===== src/rtl/uart_rx_deserializer_if.sv =====
// Parallel result bus of the UART receiver: received byte plus per-frame status pulses.
// The receiver drives the master side; the FIFO/system controller observes the slave side.
interface uart_rx_deserializer_if #(
  parameter int unsigned DATA_WIDTH = 8
);
  logic [DATA_WIDTH-1:0] P_DATA;
  logic                  data_valid;
  logic                  parity_error;
  logic                  stop_error;

  modport master (
    output P_DATA,
    output data_valid,
    output parity_error,
    output stop_error
  );

  modport slave (
    input P_DATA,
    input data_valid,
    input parity_error,
    input stop_error
  );
endinterface


===== src/rtl/uart_rx_deserializer.sv =====
// UART receive path: oversampled start detection, 3-point majority bit sampling,
// LSB-first deserialization, optional parity and stop checking with one-cycle result pulses.
module uart_rx_deserializer #(
  parameter int unsigned DATA_WIDTH = 8,
  parameter int unsigned PRESCALE_W = 6
) (
  input  logic                  clk,
  input  logic                  RST_n,
  input  logic                  RX_IN,
  input  logic [PRESCALE_W-1:0] Prescale,
  input  logic                  PAR_EN,
  input  logic                  PAR_TYP,
  uart_rx_deserializer_if.master rx_if
);

  localparam int unsigned CntW = (DATA_WIDTH > 1) ? $clog2(DATA_WIDTH) : 1;

  typedef enum logic [2:0] {
    StIdle,
    StStart,
    StData,
    StParity,
    StStop,
    StBreak
  } state_e;

  state_e state_q, state_d;

  logic                  rx_meta_q, rx_s_q;
  logic [PRESCALE_W-1:0] pres_q, pres_d, pres_sel;
  logic                  par_en_q, par_en_d, par_typ_q, par_typ_d;
  logic [PRESCALE_W-1:0] edge_q, edge_d;
  logic [2:0]            samp_q, samp_d;
  logic [DATA_WIDTH-1:0] shift_q, shift_d;
  logic [DATA_WIDTH-1:0] p_data_q, p_data_d;
  logic [CntW-1:0]       bit_q, bit_d;
  logic                  par_flag_q, par_flag_d;
  logic                  dv_q, dv_d, pe_q, pe_d, se_q, se_d;

  logic [PRESCALE_W-1:0] half, last;
  logic                  start_det, bit_end, maj, active;

  // Two-flop synchronizer; idles high so reset never looks like a start bit.
  always_ff @(posedge clk or negedge RST_n) begin
    if (!RST_n) begin
      rx_meta_q <= 1'b1;
      rx_s_q    <= 1'b1;
    end else begin
      rx_meta_q <= RX_IN;
      rx_s_q    <= rx_meta_q;
    end
  end

  always_comb begin
    pres_sel = PRESCALE_W'(8);
    if (Prescale == PRESCALE_W'(16) || Prescale == PRESCALE_W'(32)) begin
      pres_sel = Prescale;
    end
  end

  assign half      = pres_q >> 1;
  assign last      = pres_q - PRESCALE_W'(1);
  assign start_det = (state_q == StIdle) && !rx_s_q;
  assign bit_end   = (edge_q == last);
  assign active    = (state_q == StStart) || (state_q == StData) ||
                     (state_q == StParity) || (state_q == StStop);
  assign maj       = (samp_q[0] & samp_q[1]) | (samp_q[0] & samp_q[2]) |
                     (samp_q[1] & samp_q[2]);

  // Edge counter, majority samples and frame configuration latch.
  always_comb begin
    pres_d    = pres_q;
    par_en_d  = par_en_q;
    par_typ_d = par_typ_q;
    edge_d    = '0;
    samp_d    = samp_q;
    if (start_det) begin
      pres_d    = pres_sel;
      par_en_d  = PAR_EN;
      par_typ_d = PAR_TYP;
      edge_d    = PRESCALE_W'(1);
    end else if (active) begin
      edge_d = bit_end ? '0 : edge_q + PRESCALE_W'(1);
    end
    if (edge_q == half - PRESCALE_W'(1)) samp_d[0] = rx_s_q;
    if (edge_q == half)                  samp_d[1] = rx_s_q;
    if (edge_q == half + PRESCALE_W'(1)) samp_d[2] = rx_s_q;
  end

  always_ff @(posedge clk or negedge RST_n) begin
    if (!RST_n) begin
      state_q <= StIdle;
    end else begin
      state_q <= state_d;
    end
  end

  always_comb begin
    state_d = state_q;
    case (state_q)
      StIdle:   if (!rx_s_q) state_d = StStart;
      StStart:  if (bit_end) state_d = maj ? StIdle : StData;
      StData: begin
        if (bit_end && bit_q == CntW'(DATA_WIDTH - 1)) begin
          state_d = par_en_q ? StParity : StStop;
        end
      end
      StParity: if (bit_end) state_d = StStop;
      StStop:   if (bit_end) state_d = maj ? StIdle : StBreak;
      StBreak:  if (rx_s_q) state_d = StIdle;
      default:  state_d = StIdle;
    endcase
  end

  always_comb begin
    shift_d    = shift_q;
    bit_d      = bit_q;
    par_flag_d = par_flag_q;
    p_data_d   = p_data_q;
    dv_d       = 1'b0;
    pe_d       = 1'b0;
    se_d       = 1'b0;
    case (state_q)
      StIdle: begin
        bit_d      = '0;
        par_flag_d = 1'b0;
      end
      StData: begin
        if (bit_end) begin
          shift_d = {maj, shift_q[DATA_WIDTH-1:1]};
          bit_d   = bit_q + CntW'(1);
        end
      end
      StParity: begin
        if (bit_end && (maj != ((^shift_q) ^ par_typ_q))) par_flag_d = 1'b1;
      end
      StStop: begin
        if (bit_end) begin
          if (maj) begin
            if (par_flag_q) begin
              pe_d = 1'b1;
            end else begin
              dv_d     = 1'b1;
              p_data_d = shift_q;
            end
          end else begin
            se_d = 1'b1;
            pe_d = par_flag_q;
          end
        end
      end
      default: ;
    endcase
  end

  always_ff @(posedge clk or negedge RST_n) begin
    if (!RST_n) begin
      pres_q     <= PRESCALE_W'(8);
      par_en_q   <= 1'b0;
      par_typ_q  <= 1'b0;
      edge_q     <= '0;
      samp_q     <= '0;
      shift_q    <= '0;
      bit_q      <= '0;
      par_flag_q <= 1'b0;
      p_data_q   <= '0;
      dv_q       <= 1'b0;
      pe_q       <= 1'b0;
      se_q       <= 1'b0;
    end else begin
      pres_q     <= pres_d;
      par_en_q   <= par_en_d;
      par_typ_q  <= par_typ_d;
      edge_q     <= edge_d;
      samp_q     <= samp_d;
      shift_q    <= shift_d;
      bit_q      <= bit_d;
      par_flag_q <= par_flag_d;
      p_data_q   <= p_data_d;
      dv_q       <= dv_d;
      pe_q       <= pe_d;
      se_q       <= se_d;
    end
  end

  assign rx_if.P_DATA       = p_data_q;
  assign rx_if.data_valid   = dv_q;
  assign rx_if.parity_error = pe_q;
  assign rx_if.stop_error   = se_q;

endmodule


===== src/flat_wrapper.sv =====
// flat-port wrapper written by rule: the top's interface ports become plain ports
module uart_rx_deserializer_flat 
#(
  parameter int unsigned DATA_WIDTH = 8,
  parameter int unsigned PRESCALE_W = 6
)
  (clk, RST_n, RX_IN, Prescale, PAR_EN, PAR_TYP, rx_if_P_DATA, rx_if_data_valid, rx_if_parity_error, rx_if_stop_error);
  uart_rx_deserializer_if #(.DATA_WIDTH(DATA_WIDTH)) rx_if_i ();
  input  logic clk;
  input  logic RST_n;
  input  logic RX_IN;
  input  logic [PRESCALE_W-1:0] Prescale;
  input  logic PAR_EN;
  input  logic PAR_TYP;
  output wire logic [$bits(rx_if_i.P_DATA)-1:0] rx_if_P_DATA;
  output wire logic [$bits(rx_if_i.data_valid)-1:0] rx_if_data_valid;
  output wire logic [$bits(rx_if_i.parity_error)-1:0] rx_if_parity_error;
  output wire logic [$bits(rx_if_i.stop_error)-1:0] rx_if_stop_error;
  assign rx_if_P_DATA = rx_if_i.P_DATA;
  assign rx_if_data_valid = rx_if_i.data_valid;
  assign rx_if_parity_error = rx_if_i.parity_error;
  assign rx_if_stop_error = rx_if_i.stop_error;
  uart_rx_deserializer #(.DATA_WIDTH(DATA_WIDTH), .PRESCALE_W(PRESCALE_W)) u_core (.clk(clk), .RST_n(RST_n), .RX_IN(RX_IN), .Prescale(Prescale), .PAR_EN(PAR_EN), .PAR_TYP(PAR_TYP), .rx_if(rx_if_i));
endmodule

===== config.mk =====
export PLATFORM = sky130hd
export DESIGN_NAME = uart_rx_deserializer_flat
export DESIGN_NICKNAME = d
export VERILOG_FILES = /design/src/rtl/uart_rx_deserializer_if.sv /design/src/rtl/uart_rx_deserializer.sv /design/src/flat_wrapper.sv
export SDC_FILE = /design/constraint.sdc
export NUM_CORES = 1
export LEC_CHECK = 0
export ABC_CLOCK_PERIOD_IN_PS = 7690
export CORE_MARGIN = 2
export CORE_UTILIZATION = 56
export CTS_CLUSTER_DIAMETER = 30
export DETAILED_ROUTE_END_ITERATION = 8
export DONT_BUFFER_PORTS = 1
export HOLD_SLACK_MARGIN = 0.02
export PLACE_DENSITY = 0.78
export RECOVER_POWER = 25
export SETUP_SLACK_MARGIN = 0.2
export SYNTH_ARGS = -nofsm -noshare
export SYNTH_HDL_FRONTEND = slang
export SYNTH_SLANG_ARGS = --single-unit

===== constraint.sdc =====
create_clock -name clk -period 7.69 [get_ports clk]
set_input_delay 1.1535 -clock clk [delete_from_list [all_inputs] [get_ports clk]]
set_output_delay 1.1535 -clock clk [all_outputs]
set_load 0.03 [all_outputs]

==> flow_summary.ini <==
[outcome]
outcome = complete, no violations

[sta]
hold_violations = 0
setup-tns-final_ns = 0
maxSlewViolCount = 0
worstMarginPinSlew_ns = 1.05
fin_crit_sh_pct = 41.0
setup_viol = 0
fin_ws_ns = 4.54
fmax_mhz = 317
fin_crit_ns = 3.15
finClkSkew_ns = 0.00382
max_slew_margin_pct = 29.8
rsz0062_at_grt = no

[logic_synthesis]
post_synth.cell_area_avg_um2 = 10.7
synth_edf_count = 0
synthesis.instances = 235
synth-warning-count = 0
synth_top_area_share_pct = 42.0
syn_area_um2 = 2500
syn-num-nets = 253
synth_seq_cells = 45
ys_seq_area_share_pct = 45.1
synth_area_leaders = dfrtp_1 42%, xnor2_1 7.3%, mux2_2 6.3%
synth-async-reset-ratio_pct = 100
synth_flop_cell = dfrtp_1
synth.largest_area_cell = dfrtp_1
synth_cell_types = 50

[critical_path]
cp.required_ns = 7.87
crit_chain = inv_1 -> ha_1 -> nor3b_2 -> nand3_1 -> a2111oi_2 -> and3_4 -> mux2_4
cp-start-kind = flop
worst-path-buf-inv = 1
reg2reg_depth = 7
slowest_delay_ns = 0.93
path_max_fanout = 11
crit_slowest_cell = a2111oi_2
critical_path.top_delay_family = simple AND/OR/NAND/NOR gates
crit_path_end_kind = flop
worstReg2RegStart = u_core.pres_q[2]
critPathKind = flop to flop
crit_arrival_ns = 3.33
worst-path-stages = 7
worst-r2r-setup-slack_ns = 4.54
crit_path_start = u_core.pres_q[2]

[placed_design]
place_congestion = 0.920
post_dp_cell_area_um2 = 2470
place_ws_ns = 4.58
dp_hpwl_um = 2920
port_buffers = 0

[detailed_routing]
wl_per_cell_um = 15.0
viasPerCell = 5.73
drt_first_iter_violations = 77
wl_um = 4220
vias = 1611
postRouteAntennaNets = 0
drc = 0
drt_pass1_iterations = 4

[global_route]
grt_pass1_wl_um = 7550
first_global_vias = 1608
grt_use_total_pct = 19.0
overflow = 0
antenna_found_initial = 0
grt_max_degree = 46

[power_and_ir_drop]
p_leak_uw = 0.00114
p_per_area_nw_per_um2 = 256
ir_worst_vdd_v = 0.000177

[floorplanning]
io_pins = 22
die_w_um = 70.9
die-area_um2 = 5020
floorplan.initialDensity_pct = 57.9
die_y_um = 70.9
fp-row-count = 24
fp.coreArea_um2 = 4320

[worst_hold_path]
hp-start = u_core.rx_meta_q
hold_class = flop to flop
whs_path_depth = 0

[run]
cap_viol_max_count = 0

[layout]
drive_gt1_share_pct = 16.2
area_growth_pct = 2.20
final_area_um2 = 2560
finalNetCount = 246
diodes = 0

[clock_network]
clock_sinks = 45
cts_root_buf = clkbuf_8
insertion_delay_ns = 0.29
holdBufCountCts = 0
clk_pin_slew_ns = 0.08
cts_buffer_depth = 2
cts_buffers = 5
post-cts-setup-buffers = 0
cts_htree_levels = 2
cts_tree = yes
cts_resized = 0
synthesized netlist by cell type, types with 2 or more instances:
master     n
nand2b_1   2
mux2_2    14
o21ai_0    6
o211ai_1   3
buf_2      2
xnor2_1   21
xor2_1     9
nand4_1    4
clkbuf_1   7
nor2_1    23
nand3_1    6
buf_6      2
nor3_1     5
and2_1     2
or2_2      2
nand2_1   26
dfrtp_1   42
a21o_1     2
o22ai_1    2
dfstp_2    3
mux2_4     8
ha_1       7
buf_4      2
nor4b_1    2
inv_1      8
worst register-to-register path: cells and delay by family, from the launching register on:
family	cells	cell delay (ns)
flops	1	0.48
compound gates	1	0.93
simple gates	3	0.95
buf+inv	1	0.14
fa+ha+maj	1	0.21
mux	1	0.33
metrics by stage:
step	util [%]	std cells	hold WS (ns)	total power [uW]
3_5_place_dp	57.2	273	0.348	515
5_1_grt	59.2	281	0.362	699
2_1_floorplan	-	235	0.345	482
3_3_place_gp	57.2	273	0.347	513
4_1_cts	59.2	281	0.359	657
6_report	59.2	281	0.358	654
worst paths after layout:
kind | end
min reg2reg | u_core.rx_s_q
max | u_core.rx_if.P_DATA[2]
max in group asynchronous | u_core.rx_s_q
min | u_core.rx_s_q
min in group asynchronous | u_core.shift_q[0]
max reg2reg | u_core.rx_if.P_DATA[2]
layout make-up:
type	count	area, um^2
multi-input combinational	168	1250
tap	52	65.1
inverter	8	30.0
clock inverter	1	7.51
sequential	45	1130
clock buffer	7	76.3
fill	372	1770
state kept, by name, summed over array words and instances (netlist names), 3 cells and up:
register             cells
u_core.shift_q           8
u_core.state_q           3
u_core.bit_q             3
u_core.samp_q            3
u_core.rx_if.P_DATA      8
u_core.edge_q            6
u_core.pres_q            6
report_power, final:
part	switching, uW	leakage [uW]	internal (uW)	total [uW]
logic	102	0.000501	95.3	197
clock network	77.0	0.0000385	64.3	141
registers	49.2	0.000602	267	316
total	228	0.00114	426	654
cell usage in the layout, fill, tap and decap left out, drive strengths merged, types with 2 or more instances in the layout:
cell,Yosys,layout
o21ai,6,6
dfrtp,42,42
dfstp,3,3
nand3,6,6
o22ai,2,2
nor4b,2,2
clkbuf,7,7
nand4,4,4
nor3,5,5
xnor2,21,21
nand2b,2,2
mux2,22,22
inv,8,8
or2,2,2
nand2,27,27
o211ai,3,3
nor2,23,23
a21o,2,2
ha,7,7
xor2,9,9
and2,2,2
layer usage:
metal / vias to the layer above / track usage [%] / routed length (um)
li1: 790 / - / -
met1: 780 / 28.0 / 2080
met2: 35 / 27.3 / 1890
met3: 6 / 4.84 / 173
met4: 0 / 6.92 / 75
met5: - / 0 / 0
cells by family (layout without fill, tap and decap cells):
kind of cell	Yosys count	after routing	share of synthesized area [%]
AOI/OAI and AO/OA	28	28	8.50
xor gates and xnor gates	31	31	11.4
adders and majority gates	8	8	3.90
buffers and inverters	22	16	4.95
DFF	45	45	45.1
muxes	22	22	11.1
and+or+nand+nor	79	79	15.0
Note: power is estimated with default switching activity, not from simulation.
